## src/rtl/victory_pkg.sv

```systemverilog
`default_nettype none
// victory_pkg: state encoding, LED pattern builders and counter sizing shared by victory_seq.
package victory_pkg;

  localparam int MAX_LEDS = 64;

  typedef enum logic [1:0] {
    IDLE  = 2'd0,
    BLINK = 2'd1,
    HOLD  = 2'd2,
    MATCH = 2'd3
  } state_e;

  function automatic logic [MAX_LEDS-1:0] ctr_pat(input int nleds);
    logic [MAX_LEDS-1:0] p;
    p = '0;
    for (int i = 0; i < MAX_LEDS; i++) begin
      if (i == nleds / 2) p[i] = 1'b1;
    end
    return p;
  endfunction

  // Right winner lights the centre and everything toward bit 0.
  function automatic logic [MAX_LEDS-1:0] r_pat(input int nleds);
    logic [MAX_LEDS-1:0] p;
    p = '0;
    for (int i = 0; i < MAX_LEDS; i++) begin
      if (i <= nleds / 2) p[i] = 1'b1;
    end
    return p;
  endfunction

  function automatic logic [MAX_LEDS-1:0] l_pat(input int nleds);
    logic [MAX_LEDS-1:0] p;
    p = '0;
    for (int i = 0; i < MAX_LEDS; i++) begin
      if (i >= nleds / 2 && i < nleds) p[i] = 1'b1;
    end
    return p;
  endfunction

  function automatic int cnt_w(input int blinks, input int hold, input int nleds);
    int m;
    m = 2 * blinks;
    if (hold > m) m = hold;
    if (nleds > m) m = nleds;
    return $clog2(m + 1);
  endfunction

endpackage
`default_nettype wire

```

## src/rtl/vict_tick_cnt.sv

```systemverilog
`default_nettype none
// vict_tick_cnt: tick-qualified up-counter with synchronous clear and terminal-count compare.
module vict_tick_cnt #(
  parameter int W = 4
) (
  input  logic         clk,
  input  logic         rst,
  input  logic         en_i,
  input  logic         clr_i,
  input  logic [W-1:0] tc_i,
  output logic [W-1:0] cnt_o,
  output logic         tc_hit_o
);

  logic [W-1:0] cnt_q;

  always_ff @(posedge clk or posedge rst) begin
    if (rst) begin
      cnt_q <= '0;
    end else if (clr_i) begin
      cnt_q <= '0;
    end else if (en_i) begin
      cnt_q <= cnt_q + W'(1);
    end
  end

  assign cnt_o    = cnt_q;
  assign tc_hit_o = (cnt_q == tc_i);

endmodule
`default_nettype wire

```

## src/rtl/victory_seq.sv

```systemverilog
`default_nettype none
// victory_seq: round-result LED bar sequencer with per-player scores and match detection.
// Optional VICT_SWEEP_EN: single LED sweeps toward the winner's edge while in MATCH.
module victory_seq
  import victory_pkg::*;
#(
  parameter int NLEDS         = 7,
  parameter int BLINKS        = 3,
  parameter int HOLD_TICKS    = 4,
  parameter int ROUNDS_TO_WIN = 3,
  parameter int SCORE_W       = 2
) (
  input  logic               clk,
  input  logic               rst,
  input  logic               slowen256,
  input  logic               over,
  input  logic               winright,
  input  logic               new_match,
  output logic [NLEDS-1:0]   vict_leds,
  output logic               busy,
  output logic [SCORE_W-1:0] score_l,
  output logic [SCORE_W-1:0] score_r,
  output logic               match_over
);

  localparam int CW = cnt_w(BLINKS, HOLD_TICKS, NLEDS);
  localparam int C  = NLEDS / 2;

  localparam logic [MAX_LEDS-1:0] CTR_F  = ctr_pat(NLEDS);
  localparam logic [MAX_LEDS-1:0] RPAT_F = r_pat(NLEDS);
  localparam logic [MAX_LEDS-1:0] LPAT_F = l_pat(NLEDS);
  localparam logic [NLEDS-1:0]    CTR    = CTR_F[NLEDS-1:0];
  localparam logic [NLEDS-1:0]    RPAT   = RPAT_F[NLEDS-1:0];
  localparam logic [NLEDS-1:0]    LPAT   = LPAT_F[NLEDS-1:0];

  localparam int           BLINK_TC_I = (BLINKS > 0) ? 2 * BLINKS - 1 : 0;
  localparam logic [CW-1:0] BLINK_TC  = CW'(BLINK_TC_I);
  localparam logic [CW-1:0] HOLD_TC   = CW'(HOLD_TICKS - 1);
  localparam logic [SCORE_W-1:0] RTW  = SCORE_W'(ROUNDS_TO_WIN);
  localparam state_e ROUND_ENTRY      = (BLINKS > 0) ? BLINK : HOLD;

  state_e             state_q, state_d;
  logic               win_q, win_d;
  logic [SCORE_W-1:0] sl_q, sl_d;
  logic [SCORE_W-1:0] sr_q, sr_d;
  logic               busy_q, match_q;

  logic               cnt_en, cnt_clr, cnt_hit;
  logic [CW-1:0]      cnt_tc, cnt_val;
  logic [SCORE_W-1:0] win_score;
  logic [NLEDS-1:0]   wpat;
  logic               phase_on;

  vict_tick_cnt #(.W(CW)) u_cnt (
    .clk      (clk),
    .rst      (rst),
    .en_i     (cnt_en),
    .clr_i    (cnt_clr),
    .tc_i     (cnt_tc),
    .cnt_o    (cnt_val),
    .tc_hit_o (cnt_hit)
  );

  assign win_score = win_q ? sr_q : sl_q;
  assign wpat      = win_q ? RPAT : LPAT;
  // Blink starts lit at count 0, so even counts are the "on" half of each pair.
  assign phase_on  = ((cnt_val & CW'(1)) == '0);

  always_comb begin
    state_d = state_q;
    win_d   = win_q;
    sl_d    = sl_q;
    sr_d    = sr_q;
    cnt_en  = 1'b0;
    cnt_clr = 1'b0;
    cnt_tc  = (state_q == HOLD) ? HOLD_TC : BLINK_TC;
    if (new_match) begin
      state_d = IDLE;
      sl_d    = '0;
      sr_d    = '0;
      cnt_clr = 1'b1;
    end else begin
      case (state_q)
        IDLE: begin
          if (slowen256 && over) begin
            win_d = winright;
            if (winright) begin
              if (sr_q != RTW) sr_d = sr_q + SCORE_W'(1);
            end else begin
              if (sl_q != RTW) sl_d = sl_q + SCORE_W'(1);
            end
            cnt_clr = 1'b1;
            state_d = ROUND_ENTRY;
          end
        end
        BLINK: begin
          if (slowen256) begin
            if (cnt_hit) begin
              cnt_clr = 1'b1;
              state_d = HOLD;
            end else begin
              cnt_en = 1'b1;
            end
          end
        end
        HOLD: begin
          if (slowen256) begin
            if (cnt_hit) begin
              cnt_clr = 1'b1;
              state_d = (win_score == RTW) ? MATCH : IDLE;
            end else begin
              cnt_en = 1'b1;
            end
          end
        end
        MATCH:   state_d = MATCH;
        default: state_d = IDLE;
      endcase
    end
  end

  always_ff @(posedge clk or posedge rst) begin
    if (rst) begin
      state_q <= IDLE;
      win_q   <= 1'b0;
      sl_q    <= '0;
      sr_q    <= '0;
      busy_q  <= 1'b0;
      match_q <= 1'b0;
    end else begin
      state_q <= state_d;
      win_q   <= win_d;
      sl_q    <= sl_d;
      sr_q    <= sr_d;
      busy_q  <= (state_d != IDLE);
      match_q <= (state_d == MATCH);
    end
  end

`ifdef VICT_SWEEP_EN
  logic [CW-1:0]    sweep_k;
  logic             sweep_hit, sweep_clr;
  logic [NLEDS-1:0] match_pat;

  // Offset from centre; restarts at 0 on MATCH entry and after touching the edge.
  assign sweep_clr = (state_q != MATCH) || (slowen256 && sweep_hit);

  vict_tick_cnt #(.W(CW)) u_sweep (
    .clk      (clk),
    .rst      (rst),
    .en_i     (slowen256),
    .clr_i    (sweep_clr),
    .tc_i     (CW'(C)),
    .cnt_o    (sweep_k),
    .tc_hit_o (sweep_hit)
  );

  assign match_pat = win_q ? (CTR >> sweep_k) : (CTR << sweep_k);
`else
  logic [NLEDS-1:0] match_pat;
  assign match_pat = wpat;
`endif

  always_comb begin
    vict_leds = CTR;
    case (state_q)
      IDLE:    vict_leds = CTR;
      BLINK:   vict_leds = phase_on ? wpat : '0;
      HOLD:    vict_leds = wpat;
      MATCH:   vict_leds = match_pat;
      default: vict_leds = CTR;
    endcase
  end

  assign busy       = busy_q;
  assign match_over = match_q;
  assign score_l    = sl_q;
  assign score_r    = sr_q;

endmodule
`default_nettype wire
```

## config.mk

```make
export PLATFORM = sky130hd
export DESIGN_NAME = victory_seq
export DESIGN_NICKNAME = d
export VERILOG_FILES = /design/src/rtl/victory_pkg.sv /design/src/rtl/vict_tick_cnt.sv /design/src/rtl/victory_seq.sv
export SDC_FILE = /design/constraint.sdc
export NUM_CORES = 1
export LEC_CHECK = 0
export CORE_MARGIN = 2
export CORE_UTILIZATION = 50
export DETAILED_ROUTE_END_ITERATION = 10
export PLACE_DENSITY_LB_ADDON = 0.15
export REMOVE_ABC_BUFFERS = 1
export SYNTH_ARGS = -nofsm -noshare
export SYNTH_HDL_FRONTEND = slang
export SYNTH_HIERARCHICAL = 1
export SYNTH_SLANG_ARGS = --single-unit
```

## constraint.sdc

```tcl
create_clock -name clk -period 3.4 [get_ports clk]
set_input_delay 0.68 -clock clk [delete_from_list [all_inputs] [get_ports clk]]
set_output_delay 0.68 -clock clk [all_outputs]
set_load 0.005 [all_outputs]
```

Word-level counts from Yosys, hierarchy flattened. Index checks and enable logic that the tools add are counted.

Bits in registers: 12. Output and inout bits: 13.

Add/subtract/negate cells: 3. Equal/unequal tests: 9. Muxes and demuxes: 34. Bitwise logic cells: 1. Reductions and logical operators: 15.

Operators with widths (count): 2-to-1 mux 2 bit (18); case mux 7 bit (3 select lines) (1); 2-to-1 mux 7 bit (2); nonzero test 2 bit (7); 2-to-1 mux 3 bit (3); equality test 2 bit (second input constant) (4); 2-to-1 mux 1 bit (8); case mux 2 bit (4 select lines) (1); AND reduction 4 bit (2); adder 2 x 1 -> 2 bit (second input constant) (2); inequality test 2 bit (second input constant) (2); OR reduction 2 bit (2); adder 3 x 1 -> 3 bit (second input constant) (1); equality test 3 bit (1); logical NOT 3 bit (1); AND reduction 3 bit (1); equality test 2 x 1 -> 1 bit (second input constant) (1); logical NOT 2 bit (1); inequality test 2 x 1 -> 1 bit (second input constant) (1); case mux 1 bit (2 select lines) (1); logical AND 1 bit (1); NOT 1 bit (1).

Logic depth before layout (Yosys ltp). Gate-level depths: netlist (run 1).

Word-level depth: 9. Gate-level depth with buffers: 9. Gate-level depth less buffers: 9.

By module. Netlist (run 1), hierarchy kept.

By module, submodules not included: victory_seq (times used 1, cells an instance 72, area each 629.4 sq um, seq. area each 225.2 sq um); vict_tick_cnt (times used 1, cells an instance 16, area each 180.2 sq um, seq. area each 75.1 sq um).

Least setup slack after synthesis (run 1). Ideal clock, no wire load.

Kind: register to register. From: register state_q[0]. To: register match_q (netlist: match_over). Arrival: 2.040 ns. Required time: 3.328 ns. Setup slack: 1.288 ns. Cell stages (with the launch flop): 10. Clock period less this slack: 2.112 ns. Cell sequence: dfrtp_1 inv_1 ha_1 inv_1 xor2_1 nor3_2 a21oi_1 a311o_1 a211o_1 nor2_1.

Cells in the longest elaborated chain, start to end: 8. Elaborated cells on any way between the ends: 14. Classes of those cells: 5 x eq/ne; 8 x mux; 1 x reduce/logical.

RTL lines: start: declaration (line victory_seq.sv:42) `state_e state_q, state_d;`; start signal: assignment (line victory_seq.sv:131) `state_q <= state_d;`; equality test 2 bit (*) (line victory_seq.sv:76) `cnt_tc = (state_q == HOLD) ? HOLD_TC : BLINK_TC;`; 2-to-1 mux 3 bit (*) (line victory_seq.sv:76); via cnt_tc[1] (line victory_seq.sv:49) `logic [CW-1:0] cnt_tc, cnt_val;`; equality test 3 bit (*) (line vict_tick_cnt.sv:28) `assign tc_hit_o = (cnt_q == tc_i);`; via cnt_hit (line victory_seq.sv:48) `logic cnt_en, cnt_clr, cnt_hit;`; 2-to-1 mux 2 bit (on tied branches) (line victory_seq.sv:108, victory_seq.sv:98); 2-to-1 mux 2 bit (on tied branches) (line victory_seq.sv:107, victory_seq.sv:97); case mux 2 bit (4 select lines) (*) (line victory_seq.sv:83) `case (state_q)`; 2-to-1 mux 2 bit (*) (line victory_seq.sv:77) `if (new_match) begin`; equality test 2 bit (*) (line victory_seq.sv:136) `match_q <= (state_d == MATCH);`; end signal: assignment (line victory_seq.sv:136); end: declaration (line victory_seq.sv:46) `logic busy_q, match_q;`.

Mark *: on every way through the listed nets, which the timed path passes. The rest lies on a longest branch. A chain may end at the register's enable or synchronous reset.

Worst setup path after layout (run 1).
From: register state_q[0]. To: output port vict_leds[2].

Cells in the longest elaborated chain, start to end: 3. Elaborated cells on any way between the ends: 6. Classes of those cells: 3 x eq/ne; 1 x mux; 2 x reduce/logical.

RTL lines: equality test 2 bit (line victory_seq.sv:166) `case (state_q)`; OR reduction 2 bit (no line); case mux 7 bit (3 select lines) (*) (line victory_seq.sv:166); end: declaration (line victory_seq.sv:19) `output logic [NLEDS-1:0] vict_leds,`.

Mark *: on every way between the ends. The rest lies on a longest branch, timed or not.

==> impl_metrics.json, run 1 <==
{
  "synth.area.top_cells": "dfrtp_1, ha_1, nor2_1, inv_1, xor2_1",
  "cp.arrival_ns": 2.09,
  "dp_cells": 117,
  "cap_violations": 0,
  "fin_area_mm2": 0.001012,
  "rows": 14,
  "layoutNonFillerInstCount": 121,
  "skew_ns": 0.005305,
  "vias_per_cell": 5.198,
  "hpwl_mm": 1.229,
  "post_cts_buffers": 0,
  "ys_top_cells_by_count": "dfrtp_1, nor2_1, inv_1",
  "place_area_um2": 975.9,
  "io_pins": 19,
  "drt_iter0_markers": 14,
  "areaGrowthSynthToFinish_pct": 25.04,
  "gp_congestion": 0.8789,
  "grt_pass1_wl_mm": 2.704,
  "holdBufCountCts": 0,
  "crit_fanout": 6,
  "async_reset_ff_frac": 1.000,
  "setup_ws_ns": 0.6302,
  "drive_above_1_share": 0.06667,
  "setup_viol": 0,
  "drc": 0,
  "ys_types": 30,
  "p_leak_nw": 0.4786,
  "outcome": "finished, final reports clean",
  "grt_pass1_vias": 597,
  "antenna_left": 0,
  "diodes": 0,
  "combPwrFrac": 0.499,
  "grt-ovfl-total": 0,
  "rsz0062_at_grt": "no",
  "pre_cts_slack_ns": 0.9209,
  "hold_violations": 0,
  "max_freq_mhz": 361.0,
  "clk_pin_slew_ns": 0.08,
  "synth_top_cell_area_share": 0.3709,
  "pwr-share-seq": 0.323,
  "hold_class": "primary input to async pin",
  "cts_tree": "yes",
  "path_class": "flip-flop to output port",
  "clock_power_share": 0.178,
  "clock_tree.buffer_depth": 2,
  "finalSetupTns_ns": 0,
  "start_kind": "flip-flop",
  "p_per_area_mw_per_mm2": 615.3,
  "die_h_um": 44.24,
  "p_sw_uw": 226.0,
  "period_minus_slack_ns": 2.770,
  "whs_ns": 0.5952,
  "synthesis.area_um2": 809.5,
  "grt_max_degree": 10,
  "h-tree-depth": 1,
  "coreArea_mm2": 0.001506,
  "cp.required_ns": 2.72,
  "netlist_instances": 88,
  "irDropWorstVdd_mv": 0.4395,
  "yosysSeqAreaShare": 0.3709,
  "worstSkewPairLatency_ns": 0.27,
  "synth_ff_type": "dfrtp_1",
  "die-area_mm2": 0.001957,
  "worst_pin_slew_ns": 0.7949,
  "dr.pass1.iters": 4,
  "antenna_found_initial": 0,
  "wl_mm": 1.564,
  "cts_num_sinks": 12,
  "yosys_warnings": 6,
  "portBuffers": 18,
  "root_buffer": "clkbuf_4",
  "die_w_um": 44.24,
  "yosysTopAreaCell": "dfrtp_1",
  "drv_slew": 0,
  "relSlewSlack": 0.4628,
  "ys_seq_elements": 12,
  "grt_util_all_layers": 0.1899,
  "synth-edff-count": 0,
  "finalCritPeriodShare": 0.8147,
  "sw_frac_of_total": 0.3629,
  "nets": 120,
  "dr_total_vias": 629,
  "start_util": 0.5374,
  "avgSynthCellArea_um2": 9.199,
  "cts_buffers": 3,
  "wl_per_cell_um": 12.93,
  "cts_resized": 0,
  "end_kind": "output port",
  "intPower_uw": 396.8
}
## metrics by stage
stage | power (mW) | util
floorplan | 0.3866 | -
global placement | 0.5130 | 0.6478
detailed placement | 0.5144 | 0.6478
CTS | 0.6273 | 0.6719
global route | 0.6770 | 0.6719
finish | 0.6228 | 0.6719
## worst max-delay path, stage by stage (launching register included)
cell	delay [ns]
dfrtp_1	0.42
inv_1	0.12
ha_1	0.27
a21oi_1	0.08
a21o_1	0.19
nor2_1	0.17
clkdlybuf4s50_1	0.55
## layer usage
| metal | track usage | share of wire | up-vias |
|---|---|---|---|
| li1 | - | - | 323 |
| met1 | 0.2612 | 0.47 | 294 |
| met2 | 0.3029 | 0.48 | 10 |
| met3 | 0.02857 | 0.047 | 2 |
| met4 | 0.07273 | 0.0077 | 0 |
| met5 | 0 | 0 | - |
## cells in the final DEF (no fill, tap or decap), drive strengths merged, types with 3 or more instances in the layout
cell and instances:
nand3 3, clkbuf 4, o21ai 3, ha 8
inv 11, nand2 4, dfrtp 12, mux2i 3
clkdlybuf4s50 18, a21oi 4, xor2 4, nor2 12
## cells by family (layout without fill, tap and decap cells)
| group | after synthesis | count (layout) | share of synthesized area |
|---|---|---|---|
| AND/OR/NAND/NOR | 26 | 26 | 0.1638 |
| AO/OA/AOI/OAI | 16 | 16 | 0.1422 |
| buffers and inverters | 16 | 33 | 0.09273 |
| flip-flops | 12 | 12 | 0.3709 |
| adder cells (fa/ha/maj) | 8 | 8 | 0.1237 |
| XOR/XNOR | 6 | 6 | 0.06491 |
| multiplexers | 3 | 3 | 0.03710 |
| other | 1 | 1 | 0.004632 |
## state kept, by name (all words and copies together), names as in the netlist
register and count:
state_q 2, win_q 1, score_r 2, score_l 2
u_cnt/cnt_o 3, match_over 1, busy 1
## power groups by stage
| stage | Clock (mW) | Sequential (mW) | Combinational [mW] |
|---|---|---|---|
| 2_1_floorplan | 0 | 0.199 | 0.188 |
| 3_3_place_gp | 0 | 0.203 | 0.310 |
| 3_5_place_dp | 0 | 0.204 | 0.310 |
| 4_1_cts | 0.112 | 0.201 | 0.314 |
| 5_1_grt | 0.120 | 0.206 | 0.351 |
| 6_report | 0.111 | 0.201 | 0.311 |
## final timing paths
kind	start	to	slack, ns	cells after the start
setup / recovery	state_q[0]	vict_leds[2]	0.63	6
hold / removal	rst	u_cnt/cnt_o[0]	0.60	2
setup reg to reg	state_q[0]	match_over	1.04	9
hold reg to reg	u_cnt/cnt_o[1]	u_cnt/cnt_o[1]	0.60	2
max in group asynchronous	rst	state_q[1]	2.44	2
min in group clk	u_cnt/cnt_o[1]	u_cnt/cnt_o[1]	0.60	2
## layout make-up
cell class | instances | area (um2)
multi-input cells | 60 | 434.2
well taps | 16 | 20.02
clock buffers | 4 | 36.28
repair buffers | 18 | 180.2
flip-flops and latches | 12 | 300.3
inverters | 11 | 41.29
fillers | 127 | 494.2
No activity file was read; power rests on OpenSTA's default activity.
==> run 2: changes to the inputs <==
--- a/config.mk
+++ b/config.mk
@@ -6,7 +6,7 @@
 export NUM_CORES = 1
 export LEC_CHECK = 0
 export CORE_MARGIN = 2
-export CORE_UTILIZATION = 50
+export CORE_UTILIZATION = 48
 export DETAILED_ROUTE_END_ITERATION = 10
 export PLACE_DENSITY_LB_ADDON = 0.15
 export REMOVE_ABC_BUFFERS = 1
==> constraint.sdc (replaced) <==
create_clock -name clk -period 2.8 [get_ports clk]
set_input_delay 0.56 -clock clk [delete_from_list [all_inputs] [get_ports clk]]
set_output_delay 0.56 -clock clk [all_outputs]
set_load 0.005 [all_outputs]
==> run 2 against run 1 <==
Die area rose by 3.8%; combinational power rose by 23%; non-clock buffer count rose by 1; routed wire length rose by 0.70%; clock skew rose by 0.0011 ns; largest power group unchanged.
==> impl_metrics.json, run 2 (synthesized netlist as in run 1, its figures left out) <==
{
  "cap_violations": 0,
  "crit_cells": 6,
  "cp.arrival_ns": 2.04,
  "finalSetupTns_ns": 0,
  "largest_reg_flops": 3,
  "path_class": "flip-flop to output port",
  "cts_num_sinks": 12,
  "grt_util_all_layers": 0.1893,
  "max_freq_mhz": 385.3,
  "worstSkewPairLatency_ns": 0.26,
  "dr_total_vias": 656,
  "cpPeakStageDelay_ns": 0.53,
  "cp.required_ns": 2.24,
  "gp_congestion": 0.8008,
  "post_cts_buffers": 0,
  "skew_ns": 0.006359,
  "dp_cells": 118,
  "end_kind": "output port",
  "rr_worst_depth": 9,
  "crit_family": "buffers and inverters",
  "p_total_uw": 725.3,
  "cts_tree": "yes",
  "nets": 121,
  "drive_above_1_share": 0.06667,
  "clk_pin_slew_ns": 0.06,
  "period_minus_slack_ns": 2.596,
  "die_h_um": 45.07,
  "cts_buffers": 3,
  "wl_mm": 1.575,
  "vias_per_cell": 5.421,
  "whs_ns": 0.4821,
  "h-tree-depth": 1,
  "endpoint": "vict_leds[0]",
  "dr.pass1.iters": 4,
  "drc": 0,
  "layoutNonFillerInstCount": 121,
  "multi_input_area_um2": 434.2,
  "reg2reg_setup_slack_ns": 0.43,
  "hold_violations": 0,
  "rows": 14,
  "drt_iter0_markers": 10,
  "die-area_mm2": 0.002031,
  "clock_tree.buffer_depth": 2,
  "io_pins": 19,
  "rsz0062_at_grt": "no",
  "start_kind": "flip-flop",
  "start_util": 0.5252,
  "die_w_um": 45.07,
  "grt_pass1_vias": 647,
  "holdBufCountCts": 0,
  "crit_start": "state_q[0]",
  "grt_pass1_wl_mm": 2.753,
  "crit_fanout": 6,
  "areaGrowthSynthToFinish_pct": 24.27,
  "regArea_um2": 300.3,
  "antenna_left": 0,
  "r2r_end": "match_over",
  "antenna_found_initial": 0,
  "hold_class": "primary input to async pin",
  "slowest_stage": "clkdlybuf4s50_1",
  "critPathBufInv": 2,
  "outcome": "finished, final reports clean",
  "root_buffer": "clkbuf_4",
  "cts_resized": 0,
  "finalCritPeriodShare": 0.9270,
  "hpwl_mm": 1.344,
  "drv_slew": 0,
  "coreArea_mm2": 0.001541,
  "wl_per_cell_um": 13.02,
  "utilization": 0.6526,
  "path_cells": "inv_1, ha_1, a21oi_1, a21o_1, nor2_1, clkdlybuf4s50_1",
  "portBuffers": 18,
  "layout_commonest_cell": "clkdlybuf4s50_1",
  "grt-ovfl-total": 0,
  "p_per_area_mw_per_mm2": 721.0,
  "final_cell_mix": "clkdlybuf4s50_1, nor2_1, dfrtp_1",
  "irDropWorstVdd_mv": 0.4356,
  "r2r-start": "state_q[0]",
  "fill_cells": 133,
  "p_leak_nw": 0.4768,
  "grt_max_degree": 10,
  "diodes": 0,
  "setup_viol": 0
}
==> run 2: worst register-to-register path: cells and delay by family (launching register included) <==
kind	cells	cell delay, ns
AO/OA/AOI/OAI	3	0.80
XOR/XNOR	1	0.17
adder cells (fa/ha/maj)	1	0.27
AND/OR/NAND/NOR	2	0.45
buffers and inverters	2	0.21
flip-flops	1	0.41
==> run 2: cell type report <==
type,instances,share of cell area
clock buffer,3,0.02239
inverter,11,0.04104
multi-input combinational,60,0.4316
sequential,12,0.2985
tap,16,0.01990
timing repair buffer,19,0.1866
==> run 2: metal layers <==
metal,global-route usage,vias up,share of wire
li1,-,327,-
met5,0,-,0
met1,0.2622,300,0.46
met4,0.07059,0,0.0089
met3,0.01600,2,0.049
met2,0.3086,27,0.48
==> run 2: per-stage QoR <==
stage | worst slack [ns] | cell area, um2
floorplan | 0.6876 | 775.7
global placement | 0.5064 | 983.4
detailed placement | 0.4444 | 983.4
CTS | 0.1798 | 1006
global route | 0.02821 | 1006
finish | 0.2044 | 1006
==> run 2: report_power, final <==
part           internal (mW)  total [mW]  leakage (nW)  switching, mW
clock network         0.0495      0.0964        0.0138         0.0469
registers              0.209       0.246         0.162         0.0370
logic                  0.198       0.383         0.301          0.185
==> run 2: worst min path at each step <==
| stage | startpoint | endpoint | slack [ns] | depth (start not counted) |
|---|---|---|---|---|
| 4_1_cts | rst | u_cnt/cnt_o[2] | 0.47 | 2 |
| 3_3_place_gp | score_r[1] | score_r[1] | 0.57 | 2 |
| 6_report | rst | u_cnt/cnt_o[2] | 0.48 | 2 |
| 5_1_grt | rst | u_cnt/cnt_o[2] | 0.49 | 2 |
| 2_1_floorplan | rst | u_cnt/cnt_o[0] | 0.31 | 1 |
| 3_5_place_dp | score_l[1] | score_l[1] | 0.59 | 2 |
==> run 3: changes to the inputs <==
--- a/config.mk
+++ b/config.mk
@@ -8,7 +8,7 @@
 export CORE_MARGIN = 2
 export CORE_UTILIZATION = 48
 export DETAILED_ROUTE_END_ITERATION = 10
-export PLACE_DENSITY_LB_ADDON = 0.15
+export PLACE_DENSITY = 0.83
 export REMOVE_ABC_BUFFERS = 1
 export SYNTH_ARGS = -nofsm -noshare
 export SYNTH_HDL_FRONTEND = slang
==> run 3 against run 2 <==
Combinational power increased by 2%; fmax down 2.2%; sequential share of layout area did not move; global-route usage shrank 0.33 points; critical path type unchanged; highest routed layer unchanged.
==> impl_metrics.json, run 3 (synthesized netlist as in run 1, its figures left out) <==
{
  "coreArea_mm2": 0.001541,
  "p_per_area_mw_per_mm2": 734.7,
  "crit_fanout": 6,
  "hold_violations": 0,
  "holdBufCountCts": 0,
  "clock_power_share": 0.141,
  "end_kind": "output port",
  "grt_pass1_vias": 647,
  "irDropWorstVdd_mv": 0.4716,
  "h-tree-depth": 1,
  "sw_frac_of_total": 0.3802,
  "gp_congestion": 0.8813,
  "start_util": 0.5252,
  "pwr-share-seq": 0.332,
  "fill_cells": 123,
  "rsz0062_at_grt": "no",
  "largest_reg_flops": 3,
  "drc": 0,
  "wl_mm": 1.609,
  "io_pins": 19,
  "vias_per_cell": 5.347,
  "dr.pass1.iters": 4,
  "grt_pass1_wl_mm": 2.753,
  "drt_iter0_markers": 13,
  "p_total_uw": 739.1,
  "whs_ns": 0.4815,
  "rows": 14,
  "period_minus_slack_ns": 2.654,
  "layout_commonest_cell": "clkdlybuf4s50_1",
  "antenna_found_initial": 0,
  "fin_area_mm2": 0.001006,
  "diodes": 0,
  "combPwrFrac": 0.527,
  "cts_tree": "yes",
  "place_area_um2": 983.4,
  "cts_buffers": 3,
  "portBuffers": 18,
  "die-area_mm2": 0.002031,
  "post_cts_buffers": 0,
  "finalSetupTns_ns": 0,
  "clk_pin_slew_ns": 0.07,
  "path_class": "flip-flop to output port",
  "p_sw_uw": 281.0,
  "cap_violations": 0,
  "grt-ovfl-total": 0,
  "root_buffer": "clkbuf_4",
  "skew_ns": 0.003735,
  "drv_slew": 0,
  "cts_num_sinks": 12,
  "nets": 121,
  "die_h_um": 45.07,
  "intPower_uw": 458.1,
  "grt_max_degree": 10,
  "outcome": "finished, final reports clean",
  "finalCritPeriodShare": 0.9478,
  "die_w_um": 45.07,
  "hold_class": "primary input to async pin",
  "cp.arrival_ns": 2.09,
  "dr_total_vias": 647,
  "start_kind": "flip-flop",
  "pre_cts_slack_ns": 0.4361,
  "wl_per_cell_um": 13.30,
  "setup_viol": 0,
  "grt_util_all_layers": 0.1860,
  "areaGrowthSynthToFinish_pct": 24.27,
  "drive_above_1_share": 0.06667,
  "antenna_left": 0,
  "cp.required_ns": 2.24,
  "clock_tree.buffer_depth": 2,
  "max_freq_mhz": 376.8,
  "rr_worst_depth": 9,
  "worstSkewPairLatency_ns": 0.27,
  "p_leak_nw": 0.4768,
  "setup_ws_ns": 0.1462,
  "cts_resized": 0,
  "final_cell_mix": "clkdlybuf4s50_1, nor2_1, dfrtp_1",
  "hpwl_mm": 1.314
}
## run 3: path summary, 6_finish.rpt
check | start | to | slack (ns)
max | state_q[0] | vict_leds[5] | 0.15
min | rst | u_cnt/cnt_o[2] | 0.48
max reg2reg | state_q[0] | match_over | 0.45
min reg2reg | u_cnt/cnt_o[1] | u_cnt/cnt_o[1] | 0.59
max in group asynchronous | rst | state_q[1] | 1.97
min in group clk | u_cnt/cnt_o[1] | u_cnt/cnt_o[1] | 0.59
## run 3: critical path, cell delays in order, from the launching register on
cell,delay (ns)
dfrtp_1,0.42
inv_1,0.13
ha_1,0.28
a21oi_1,0.09
a21o_1,0.20
nor2_1,0.16
clkdlybuf4s50_1,0.54
## run 3: stage by stage
step / util / cells
finish: 0.6526 / 121
global route: 0.6526 / 121
CTS: 0.6526 / 121
detailed placement: 0.6380 / 118
global placement: 0.6380 / 118
floorplan: - / 83
## run 3: area by class of cell
class                      instances  area [um2]  share of cell area
clock buffer                       3       22.52             0.02239
inverter                          11       41.29             0.04104
multi-input combinational         60       434.2              0.4316
sequential                        12       300.3              0.2985
tap                               16       20.02             0.01990
timing repair buffer              19       187.7              0.1866
## run 3: power groups by stage
| stage | clock network (mW) | registers [mW] | logic (mW) |
|---|---|---|---|
| final | 0.104 | 0.245 | 0.389 |
| after CTS | 0.106 | 0.244 | 0.389 |
| after floorplan | 0 | 0.241 | 0.228 |
| after global routing | 0.114 | 0.251 | 0.431 |
| after detailed placement | 0 | 0.248 | 0.385 |
| after global placement | 0 | 0.246 | 0.375 |
## run 3: routing by layer
metal	share of wire	up-vias	track usage	wire length (um)
li1	-	325	-	-
met4	0.0099	0	0.07647	16
met2	0.47	14	0.3057	751
met5	0	-	0	0
met3	0.041	2	0.04400	66
met1	0.48	306	0.2335	774
